## src/rtl/wb_exc_commit.sv

```systemverilog
// wb_exc_commit: writeback-stage commit unit for the 5-stage MIPS core.
// Latches the retiring instruction from MEM and writes the GPR file. It
// resolves the final exception/interrupt for that instruction and drives the
// packed CP0 write bus. It also raises the one-cycle pipeline flush with its
// redirect PC for exceptions and ERET.
//
// Ports:
//   clk, reset                 clock, synchronous active-high reset
//   ms_to_ws_valid/ws_allowin  MEM->WB handshake (WB never stalls)
//   ms_*                       retiring instruction fields from MEM
//   c0_rdata/c0_epc/c0_status_*/c0_cause_ip  CP0 state inputs
//   c0_bus                     {ex, excode, badvaddr, bd, pc, mtc0_we, waddr,
//                               wdata, eret_flush} to CP0
//   c0_raddr                   latched CP0 read address
//   rf_we/rf_waddr/rf_wdata    GPR write port
//   flush/flush_pc             pipeline kill and redirect target
module wb_exc_commit #(
  parameter logic [31:0] EX_ENTRY = 32'hbfc00380,
  localparam int unsigned WB_TO_CP0_REGISTER_BUS_WD = 110
) (
  input  logic                                 clk,
  input  logic                                 reset,
  input  logic                                 ms_to_ws_valid,
  output logic                                 ws_allowin,
  input  logic [31:0]                          ms_pc,
  input  logic                                 ms_gr_we,
  input  logic [4:0]                           ms_dest,
  input  logic [31:0]                          ms_result,
  input  logic [5:0]                           ms_ex_flags,
  input  logic                                 ms_is_store,
  input  logic [31:0]                          ms_badvaddr,
  input  logic                                 ms_bd,
  input  logic                                 ms_mtc0,
  input  logic                                 ms_mfc0,
  input  logic                                 ms_eret,
  input  logic [4:0]                           ms_c0_addr,
  input  logic [31:0]                          ms_c0_wdata,
  input  logic [31:0]                          c0_rdata,
  input  logic [31:0]                          c0_epc,
  input  logic                                 c0_status_ie,
  input  logic                                 c0_status_exl,
  input  logic [7:0]                           c0_status_im,
  input  logic [7:0]                           c0_cause_ip,
  output logic [WB_TO_CP0_REGISTER_BUS_WD-1:0] c0_bus,
  output logic [4:0]                           c0_raddr,
  output logic                                 rf_we,
  output logic [4:0]                           rf_waddr,
  output logic [31:0]                          rf_wdata,
  output logic                                 flush,
  output logic [31:0]                          flush_pc
);

  localparam logic [4:0] EXC_INT  = 5'd0;
  localparam logic [4:0] EXC_ADEL = 5'd4;
  localparam logic [4:0] EXC_ADES = 5'd5;
  localparam logic [4:0] EXC_SYS  = 5'd8;
  localparam logic [4:0] EXC_BP   = 5'd9;
  localparam logic [4:0] EXC_RI   = 5'd10;
  localparam logic [4:0] EXC_OV   = 5'd12;

  logic        r_ws_valid;
  logic [31:0] r_ws_pc;
  logic        r_ws_gr_we;
  logic [4:0]  r_ws_dest;
  logic [31:0] r_ws_result;
  logic [5:0]  r_ws_ex_flags;
  logic        r_ws_is_store;
  logic [31:0] r_ws_badvaddr;
  logic        r_ws_bd;
  logic        r_ws_mtc0;
  logic        r_ws_mfc0;
  logic        r_ws_eret;
  logic [4:0]  r_ws_c0_addr;
  logic [31:0] r_ws_c0_wdata;

  logic        w_int_pending;
  logic        w_ex;
  logic [4:0]  w_excode;
  logic [31:0] w_badvaddr;
  logic        w_mtc0_we;
  logic        w_eret_flush;

  assign ws_allowin = 1'b1;

  // WB stage register; an instruction arriving during a flush is dropped.
  always_ff @(posedge clk) begin
    if (reset) begin
      r_ws_valid    <= 1'b0;
      r_ws_pc       <= '0;
      r_ws_gr_we    <= 1'b0;
      r_ws_dest     <= '0;
      r_ws_result   <= '0;
      r_ws_ex_flags <= '0;
      r_ws_is_store <= 1'b0;
      r_ws_badvaddr <= '0;
      r_ws_bd       <= 1'b0;
      r_ws_mtc0     <= 1'b0;
      r_ws_mfc0     <= 1'b0;
      r_ws_eret     <= 1'b0;
      r_ws_c0_addr  <= '0;
      r_ws_c0_wdata <= '0;
    end else begin
      if (ws_allowin) begin
        r_ws_valid <= ms_to_ws_valid & ~flush;
      end
      if (ws_allowin && ms_to_ws_valid) begin
        r_ws_pc       <= ms_pc;
        r_ws_gr_we    <= ms_gr_we;
        r_ws_dest     <= ms_dest;
        r_ws_result   <= ms_result;
        r_ws_ex_flags <= ms_ex_flags;
        r_ws_is_store <= ms_is_store;
        r_ws_badvaddr <= ms_badvaddr;
        r_ws_bd       <= ms_bd;
        r_ws_mtc0     <= ms_mtc0;
        r_ws_mfc0     <= ms_mfc0;
        r_ws_eret     <= ms_eret;
        r_ws_c0_addr  <= ms_c0_addr;
        r_ws_c0_wdata <= ms_c0_wdata;
      end
    end
  end

  // Interrupts attach to whatever valid instruction sits in WB.
  assign w_int_pending = c0_status_ie & ~c0_status_exl & (|(c0_status_im & c0_cause_ip));
  assign w_ex          = r_ws_valid & (w_int_pending | (|r_ws_ex_flags));

  // Priority resolve of the exception code and faulting address.
  always_comb begin
    w_excode   = '0;
    w_badvaddr = '0;
    if (w_ex) begin
      if (w_int_pending) begin
        w_excode = EXC_INT;
      end else if (r_ws_ex_flags[5]) begin
        w_excode   = EXC_ADEL;
        w_badvaddr = r_ws_pc;
      end else if (r_ws_ex_flags[4]) begin
        w_excode = EXC_RI;
      end else if (r_ws_ex_flags[3]) begin
        w_excode = EXC_OV;
      end else if (r_ws_ex_flags[2]) begin
        w_excode = EXC_SYS;
      end else if (r_ws_ex_flags[1]) begin
        w_excode = EXC_BP;
      end else begin
        w_excode   = r_ws_is_store ? EXC_ADES : EXC_ADEL;
        w_badvaddr = r_ws_badvaddr;
      end
    end
  end

  // An exception suppresses every architectural side effect of the instruction.
  assign w_mtc0_we    = r_ws_valid & r_ws_mtc0 & ~w_ex;
  assign w_eret_flush = r_ws_valid & r_ws_eret & ~w_ex;

  assign rf_we    = r_ws_valid & r_ws_gr_we & ~w_ex;
  assign rf_waddr = r_ws_dest;
  assign rf_wdata = r_ws_mfc0 ? c0_rdata : r_ws_result;
  assign c0_raddr = r_ws_c0_addr;

  // EPC is only the target on ERET; the vector is presented otherwise.
  assign flush    = w_ex | w_eret_flush;
  assign flush_pc = (w_eret_flush && !w_ex) ? c0_epc : EX_ENTRY;

  // pc is raw; CP0 applies the delay-slot adjustment from bd.
  assign c0_bus = {w_ex, w_excode, w_badvaddr, r_ws_bd, r_ws_pc,
                   w_mtc0_we, r_ws_c0_addr, r_ws_c0_wdata, w_eret_flush};

endmodule

```

## config.mk

```make
export PLATFORM = sky130hd
export DESIGN_NAME = wb_exc_commit
export DESIGN_NICKNAME = d
export VERILOG_FILES = /design/src/rtl/wb_exc_commit.sv
export SDC_FILE = /design/constraint.sdc
export NUM_CORES = 1
export LEC_CHECK = 0
export CORE_AREA = 3 3 162 164
export CTS_CLUSTER_DIAMETER = 120
export DETAILED_ROUTE_END_ITERATION = 12
export DIE_AREA = 0 0 165 167
export GPL_TIMING_DRIVEN = 1
export PLACE_DENSITY_LB_ADDON = 0.25
export RECOVER_POWER = 50
export SKIP_LAST_GASP = 1
export SLEW_MARGIN = 20
export SYNTH_ARGS = -nofsm -noshare
export SYNTH_HDL_FRONTEND = slang
export SYNTH_SLANG_ARGS = --single-unit
```

## constraint.sdc

```tcl
create_clock -name clk -period 2.6 [get_ports clk]
set_clock_uncertainty 0.05 [all_clocks]
set_input_delay 0.52 -clock clk [delete_from_list [all_inputs] [get_ports clk]]
set_output_delay 0.52 -clock clk [all_outputs]
set_load 0.1 [all_outputs]
```

==> out/results.txt, run 1 <==
CP bufs+invs: 4
Worst min path class: input pin to flop
Crit end category: output port
Failing checks: setup timing
Multiplexer area fraction after synthesis: 27.2%
FMAX: 344 MHz
Post-Layout Cell Count: 1485
Pint: 4.87 mW
Worst path arrival time: 2.34 ns
Combinational power share: 33.9%
Gate Count Post-Synth: 717
Fill count: 2117
Post-DR vias/cell: 4.60
DRT antenna net count: 0
Synth Cell Area: 6850 um2
Clock buffer depth: 2
Final setup margin: -0.307 ns
Initial Utilization: 27.3%
FFs w/ async S/R, synth: 0%
Reg2reg end: r_ws_valid
Buffers on Ports: 419
Largest stage delay, worst path: 0.36 ns
Slowest library cell on the worst path: dfxtp_4
Finished Core Util: 56.9%
Peak VDD IR: 0.420 mV
Pin count of the biggest net entering global routing: 93
Post-synthesis register bit count: 151
RePlAce Congestion: 0.772
Root buf cell: clkbuf_16
Detail Route met2 WL: 15000 um
Met3 Routed Length: 2350 um
Critical path class: flop to output port
Seq/Total Area, Yosys: 44.2%
Avg Synthesized Cell Area: 9.55 um2
Worst-Skew Late Latency: 0.41 ns
Die W: 165 um
CTS H-tree depth: 4
Sw frac: 35.8%
Drt wl/cell: 19.2 um
EDFF count, synth: 0
DP HPWL: 19900 um
Post-route DRC: 0
Hold path cells: 2
Max_cap viols: 0
Worst path cell trace: nor4_4, nor3b_4, buf_6, nand2_8, buf_6, buf_16, nor3b_4, buf_12
DR vias: 6837
Max-slew headroom: 10.9%
Total wire length: 28500 um
Pre-antenna DRT Iters: 4
Final setup fails: 73
Leak: 6.07 nW
Tcrit/Tclk final: 112%
Number of global-route vias before repair: 7034
R2r worst-path depth: 7
Place WS: -0.382 ns
Largest family of logic cells by synthesized area: multiplexers
Num CTS Buffers: 17
Clock transition at path regs: 0.07 ns
Post-DP Area: 13100 um2
Hold-fix buffers, CTS: 0
Total grt overflow: 0
Total track usage: 20.0%
CTS sink cnt: 151
PwrDens: 532 nW/um2
Fin nets: 1377
Startpoint types: flop
Reg2reg setup slack: 0.86 ns
Synth Area in Simple Gates: 18.8%
Area Growth Syn to Fin: 108%
Worst slew pin tran: 1.34 ns
Highest Signal Layer: met5
Tmin final: 2.91 ns
CTS tree: yes
Synth Area in Compound Gates: 4.77%
Hold path start: reset
Pwr Total: 7.58 mW
M1 WL: 10500 um
Ant. Diodes: 0
First-pass GRT wire length: 42000 um
WHS Endpoint: r_ws_pc[30]
Seq pwr share: 33.5%
Status: finished, violations left
CP Max Fanout: 8
Cell Rows: 58
Share of cells above drive strength 1: 31.9%
Xor/xnor share of the synthesized area: 0%
# IOs: 422
Die Footprint: 27600 um2
Family with the most delay on the worst path: simple AND/OR/NAND/NOR gates
Die H: 167 um
Core area: 25000 um2
Synth Flop Type: dfxtp_1
RR Startpoint: r_ws_ex_flags[4]
Setup TNS Final: -12.85 ns
CP required: 2.03 ns
Min Hold Slack: 0.411 ns
Sw Pwr: 2.71 mW
Synth Warn #: 0
Placed insts: 1426
Final hold vios: 0
Cell variety after synth: 33
Adder-Cell Fraction of Synth Area: 0%
Drt initial violations: 237
Clk network pwr share: 32.6%
Final Cell Area: 14200 um2
Syn_nets: 952
RSZ-0062 raised after global routing: yes
Max-slew violations: 0
Initial antenna violation count: 2
-- cell type report --
type / instances / area (um2) / area share, %
Tap cell: 330 / 413 / 2.90
Multi-Input combinational cell: 491 / 4290 / 30.1
Sequential cell: 151 / 3030 / 21.3
Timing Repair Buffer: 480 / 5920 / 41.6
Clock inverter: 11 / 114 / 0.800
Clock buffer: 21 / 470 / 3.30
Inverter: 1 / 3.75 / 0.0264
-- repair_timing --
item                       in CTS  in global routing
cloned                         10                  1
setup buffers                  19                  2
setup endpoints to repair      73                 73
resized for setup              88                  4
pin swaps                      60                 11
-- registers in the layout (all words and copies together), names as in the netlist --
register       count
rf_waddr           5
r_ws_valid         1
r_ws_mtc0          1
r_ws_ex_flags      6
r_ws_eret          1
r_ws_gr_we         1
r_ws_result       32
c0_raddr           5
r_ws_bd            1
r_ws_is_store      1
r_ws_mfc0          1
r_ws_badvaddr     32
r_ws_pc           32
r_ws_c0_wdata     32
-- power by group through the flow --
stage	clock network [mW]	registers (mW)	logic, mW
6_report	2.47	2.54	2.57
2_1_floorplan	0	3.06	1.06
5_1_grt	2.65	2.56	2.67
3_5_place_dp	0	2.59	2.45
4_1_cts	2.55	2.54	2.59
3_3_place_gp	0	2.59	2.43
-- kinds of logic after synthesis --
group	Yosys count
buf+inv	75
compound gates	43
simple gates	264
mux	182
other cells	2
flops	151
-- worst max-delay path by stage --
stage	start	end	slack (ns)	cells after the start
2_1_floorplan	c0_status_im[3]	c0_bus[104]	-0.40	6
3_3_place_gp	c0_status_im[3]	c0_bus[75]	-0.37	8
3_5_place_dp	c0_status_im[3]	c0_bus[75]	-0.38	8
4_1_cts	r_ws_ex_flags[4]	flush_pc[5]	-0.25	8
5_1_grt	r_ws_ex_flags[4]	flush_pc[30]	-0.41	8
6_report	r_ws_ex_flags[4]	flush_pc[14]	-0.31	8
-- Yosys cell counts, types with 3 or more instances --
master	n	area, um2
buf_4	11	82.6
mux2i_1	150	1500
buf_2	14	70.1
buf_1	6	22.5
clkbuf_1	43	161
dfxtp_1	151	3020
nor2_1	154	578
or3_1	12	75.1
a22oi_1	34	255
nor3_1	32	160
nor3b_1	21	158
mux2_2	3	33.8
mux2_1	29	327
nor2b_1	33	206
-- layout by cell type, fill, tap and decap left out, types with 3 or more instances in the layout --
master and n:
mux2_1 29, nor3b_4 22, or3_4 12, nor2_4 3, buf_16 9, inv_6 4, mux2_2 3, buf_8 5
buf_2 3, buf_4 96, clkbuf_8 3, clkbuf_1 4, nor3_4 32, clkdlybuf4s50_1 216, buf_12 120, dlygate4sd2_1 10
a22oi_2 3, nor2b_1 32, clkbuf_16 18, clkinv_4 3, a22oi_1 31, clkinvlp_4 3, nor2_1 151, buf_6 11
dfxtp_1 148, mux2i_1 150
-- per-layer routing --
metal  global-route usage (%)  vias up
met1                     21.6     3185
met4                     6.24        4
li1                         -     3317
met5                        0        -
met2                     36.7      288
met3                     6.44       43
Power figures use the tool's default switching activity.
==> run 2: changes to the inputs <==
GPL_TIMING_DRIVEN = default   (was 1)
==> results of run 2 <==
No change in the layout: final DEF, timing and power equal those of run 1.
